### config.mk
export PLATFORM = sky130hd
export DESIGN_NAME = memory_port_arbiter
export DESIGN_NICKNAME = d
export VERILOG_FILES = /design/src/rtl/memory_port_arbiter.sv
export SDC_FILE = /design/constraint.sdc
export NUM_CORES = 1
export LEC_CHECK = 0
export ABC_AREA = 1
export CAP_MARGIN = 20
export CORE_AREA = 8 8 102 104
export CTS_BUF_LIST = sky130_fd_sc_hd__clkbuf_8 sky130_fd_sc_hd__clkbuf_16
export DETAILED_ROUTE_END_ITERATION = 8
export DIE_AREA = 0 0 110 112
export PLACE_DENSITY = 0.73
export SYNTH_ARGS = -nofsm -noshare
export SYNTH_HDL_FRONTEND = slang
export SYNTH_SLANG_ARGS = --single-unit
### constraint.sdc
create_clock -name clock -period 2.2 [get_ports clock]
set_clock_uncertainty 0.2 [all_clocks]
set_input_delay 0.22 -clock clock [delete_from_list [all_inputs] [get_ports clock]]
set_output_delay 0.22 -clock clock [all_outputs]
set_load 0.005 [all_outputs]
### src/rtl/memory_port_arbiter.sv
// memory_port_arbiter: shares one in-order memory bus between instruction fetch and data access
// Ports: clock/reset (async, active-high); inst_* fetch port; data_* load/store port;
// bus_* external memory bus; outstanding_count owner FIFO occupancy; protocol_error sticky orphan response flag.
module memory_port_arbiter #(
  parameter int OUTSTANDING_DEPTH = 2,
  parameter int DATA_WIDTH = 32
) (
  input  logic                                 clock,
  input  logic                                 reset,
  input  logic                                 inst_request,
  input  logic [DATA_WIDTH-1:0]                inst_address,
  output logic                                 inst_address_ok,
  output logic                                 inst_data_ok,
  output logic [DATA_WIDTH-1:0]                inst_read_data,
  input  logic                                 data_request,
  input  logic                                 data_write,
  input  logic [1:0]                           data_size,
  input  logic [DATA_WIDTH-1:0]                data_address,
  input  logic [DATA_WIDTH-1:0]                data_write_data,
  output logic                                 data_address_ok,
  output logic                                 data_data_ok,
  output logic [DATA_WIDTH-1:0]                data_read_data,
  output logic                                 bus_request,
  output logic                                 bus_write,
  output logic [1:0]                           bus_size,
  output logic [DATA_WIDTH-1:0]                bus_address,
  output logic [DATA_WIDTH-1:0]                bus_write_data,
  input  logic                                 bus_address_ok,
  input  logic                                 bus_data_ok,
  input  logic [DATA_WIDTH-1:0]                bus_read_data,
  output logic [$clog2(OUTSTANDING_DEPTH):0]   outstanding_count,
  output logic                                 protocol_error
);
  localparam int PW = OUTSTANDING_DEPTH > 1 ? $clog2(OUTSTANDING_DEPTH) : 1;
  localparam int CW = $clog2(OUTSTANDING_DEPTH) + 1;
  localparam logic [PW-1:0] LAST = PW'(OUTSTANDING_DEPTH - 1);
  localparam logic [CW-1:0] FULL = CW'(OUTSTANDING_DEPTH);
  logic [OUTSTANDING_DEPTH-1:0] owner_q;
  logic [PW-1:0] wr_ptr, rd_ptr;
  logic locked, lock_owner, sel_data, full, accept, pop, head;
  // A stalled address phase pins the grant so the bus never sees the address change mid-handshake.
  assign sel_data = locked ? lock_owner : data_request;
  // Full uses the registered count, so a same-cycle pop cannot open a grant.
  assign full = outstanding_count == FULL;
  assign bus_request = !reset && !full && (sel_data ? data_request : inst_request);
  assign bus_write = sel_data && data_write;
  assign bus_size = sel_data ? data_size : 2'd2;
  assign bus_address = sel_data ? data_address : inst_address;
  assign bus_write_data = sel_data ? data_write_data : '0;
  assign accept = bus_request && bus_address_ok;
  assign inst_address_ok = accept && !sel_data;
  assign data_address_ok = accept && sel_data;
  assign head = owner_q[rd_ptr];
  assign pop = bus_data_ok && outstanding_count != '0;
  assign inst_data_ok = pop && !head;
  assign data_data_ok = pop && head;
  assign inst_read_data = bus_read_data;
  assign data_read_data = bus_read_data;
  always_ff @(posedge clock or posedge reset) begin
    if (reset) begin
      owner_q <= '0;
      wr_ptr <= '0;
      rd_ptr <= '0;
      locked <= 1'b0;
      lock_owner <= 1'b0;
      outstanding_count <= '0;
      protocol_error <= 1'b0;
    end else begin
      if (bus_request) begin
        locked <= !bus_address_ok;
        lock_owner <= sel_data;
      end
      if (accept) begin
        owner_q[wr_ptr] <= sel_data;
        wr_ptr <= wr_ptr == LAST ? '0 : wr_ptr + 1'b1;
      end
      if (pop) rd_ptr <= rd_ptr == LAST ? '0 : rd_ptr + 1'b1;
      outstanding_count <= outstanding_count + CW'(accept) - CW'(pop);
      if (bus_data_ok && outstanding_count == '0) protocol_error <= 1'b1;
    end
  end
endmodule
==> flow_summary.toml <==
[layout]
final_layout_size_suffix_gt1_share_pct = 10.0
num_antenna_cells = 0
nets = 580
final_cell_mix = "clkdlybuf4s50_1, nand2_1, inv_1"
final_area_mm2 = 0.00351
final_common_cell = "clkdlybuf4s50_1"
multi_input_area_um2 = 767
fillers = 900
area_growth_pct = 109
seqCellArea_um2 = 225

[global_routing]
use_met3_pct = 7.97
use_met1_pct = 10.9
grt_pass1_vias = 2434
grtUsageMet2_pct = 23.0
grt_max_degree = 44
antenna_found_initial = 0
busiest_layer = "met2"
overflow = 0
grt_first_pass_wirelength_um = 12300
grt_usage_pct = 12.6

[floorplan]
die_w_um = 110
die_h_um = 112
rows = 35
start_util_pct = 18.9
num_io_pins = 276
core_mm2 = 0.00889
die-area_mm2 = 0.0123

[sta]
slew_violations = 0
slew-limit-headroom_pct = 76.5
setup-tns-final_ns = 0
period_minus_slack_ns = 2.18
worst_pin_slew_ns = 0.350
finalCritPeriodShare_pct = 99.2
fmax_mhz = 458
rsz0062_at_grt = "true"
setup_ws_ns = 0.0176
finalSetupViolations = 0
hold_viol_final = 0

[routing]
drc = 0
ant_nets = 0
num_vias = 2310
drtPass1Iterations = 7
drtIter0Drc = 92
via_per_inst = 4.19
wl_um = 9330
avgRoutedWirePerCell_um = 16.9

[placement]
dp_slack_ns = -0.142
placement.io_buffers = 179
dpl_cell_area_mm2 = 0.00315
place_hpwl_um = 7480
place_congestion = 0.880

[setup_path]
cp_cell_sequence = "buf_4, nand2_4, nand2_4, buf_12, clkbuf_16, buf_4, nand2_1, nand2_1, dlygate4sd2_1"
critPathBufInv = 5
r2r-end = "outstanding_count[1]$_DFF_PP0_"
critPathRequiredTime_ns = 1.78
cp.arrival_ns = 1.76
cp-start-kind = "flip-flop"
path_max_fanout = 8
end_kind = "output port"
critPathMaxStageDelay_ns = 0.40
cpMaxStageDelayCell = "dfrtp_1"
setup.worst_path.start = "locked$_DFFE_PP0N_"
crit_family = "buffers and inverters"
worstSetupPathType = "reg2out"
worstRegToRegCells = 11
reg2reg_setup_slack_ns = 0.16
r2r-start = "locked$_DFFE_PP0N_"

[yosys]
synthDistinctLibCells = 21
ys_seq_area_share_pct = 13.4
ys_seq_elements = 9
syn-num-nets = 441
synth_warnings = 0
syn_avg_cell_area_um2 = 5.56
netlist_instances = 302
syn_area_mm2 = 0.00168

[clock_network]
clkTransAtPathRegs_ns = 0.05
cts-hold-fix-buffers = 0
clockRootBuffer = "clkbuf_8"
clk_latency_ns = 0.24
cts-htree-levels = 1
cts.path.max_buffers = 2
cts_tree = "yes"
clkSinkCount = 9
cts_buffers = 3

[pwr]
irDropWorstVdd_mv = 0.563
power.density_mw_per_mm2 = 1100
p_leak_nw = 1.98

[outcome]
status = "finished clean"

[flow_run]
drv_cap = 0

[worst_hold_path]
hp-class = "in2async"
==> worst min-delay path, delay by kind of cell <==
family | cells | cell delay (ns)
buf+inv | 3 | 0.68
==> kinds of logic after synthesis <==
family	Yosys count	synth area share (%)
buffers and inverters	119	42.4
adder cells (fa/ha/maj)	2	1.49
flip-flops	9	13.4
AND/OR/NAND/NOR	165	39.8
AO/OA/AOI/OAI	4	1.34
XOR/XNOR	3	1.57
==> routing by layer <==
metal | routed length [um] | vias to the layer above
li1 | - | 1083
met1 | 3010 | 1009
met2 | 4530 | 204
met3 | 1650 | 14
met4 | 127 | 0
met5 | 0 | -
==> sequential cells by signal (all words and copies together) (netlist names) <==
name	flops
locked	1
owner_q	2
protocol_error	1
outstanding_count	2
wr_ptr	1
rd_ptr	1
lock_owner	1
==> report_power, final <==
group	switching [mW]	leakage (nW)	total [mW]	internal, mW
registers	0.0651	0.105	0.309	0.244
clock network	0.0742	0.0255	0.198	0.124
logic	1.44	1.85	3.33	1.90
==> cell type report <==
cell class	instances	area share, %
repair buffers	208	61.6
multi-input cells	174	21.9
flip-flops and latches	9	6.42
clock inverters	1	0.143
inverters	45	4.82
well taps	111	3.96
clock buffers	3	1.18
==> Yosys cell counts <==
| cell | count | share of area, % |
|---|---|---|
| buf_1 | 1 | 0.22 |
| buf_2 | 7 | 2.1 |
| buf_4 | 64 | 29 |
| buf_6 | 2 | 1.3 |
| dfrtp_1 | 9 | 13 |
| ha_1 | 2 | 1.5 |
| inv_1 | 45 | 10 |
| nand2_1 | 111 | 25 |
| nand2_4 | 2 | 1.3 |
| nand3_1 | 2 | 0.60 |
| nand4_1 | 4 | 1.5 |
| nor2_1 | 40 | 8.9 |
| nor2_2 | 1 | 0.37 |
| nor2_4 | 1 | 0.67 |
| nor3b_1 | 1 | 0.45 |
| o21a_1 | 1 | 0.45 |
| o21ai_0 | 3 | 0.89 |
| or2_1 | 1 | 0.37 |
| or2_2 | 2 | 0.75 |
| xnor2_1 | 2 | 1.0 |
| xor2_1 | 1 | 0.52 |
==> metrics by stage <==
| step | cells | power, mW | utilization, % | hold WS, ns |
|---|---|---|---|---|
| floorplan | 302 | 1.49 | - | -0.136 |
| global route | 551 | 4.19 | 39.4 | 0.137 |
| CTS | 533 | 3.26 | 36.1 | 0.133 |
| detailed placement | 526 | 3.15 | 35.5 | 0.240 |
| finish | 551 | 3.84 | 39.4 | 0.122 |
| global placement | 526 | 3.11 | 35.5 | 0.240 |
==> worst max-delay path by stage <==
| stage | endpoint | slack, ns | depth (start not counted) |
|---|---|---|---|
| floorplan | outstanding_count[1]$_DFF_PP0_ | 0.37 | 10 |
| global placement | bus_address[18] | -0.13 | 8 |
| detailed placement | bus_address[18] | -0.14 | 8 |
| CTS | bus_address[3] | -0.05 | 7 |
| global route | bus_address[3] | -0.05 | 7 |
| finish | bus_address[27] | 0.02 | 9 |
==> timing repair <==
action	4_1_cts	5_1_grt
buffers inserted	3	13
resized for setup	38	22
endpoints found under the setup margin	66	28
pin swaps	1	2
gates cloned	0	5
No activity file was read; power rests on OpenSTA's default activity.
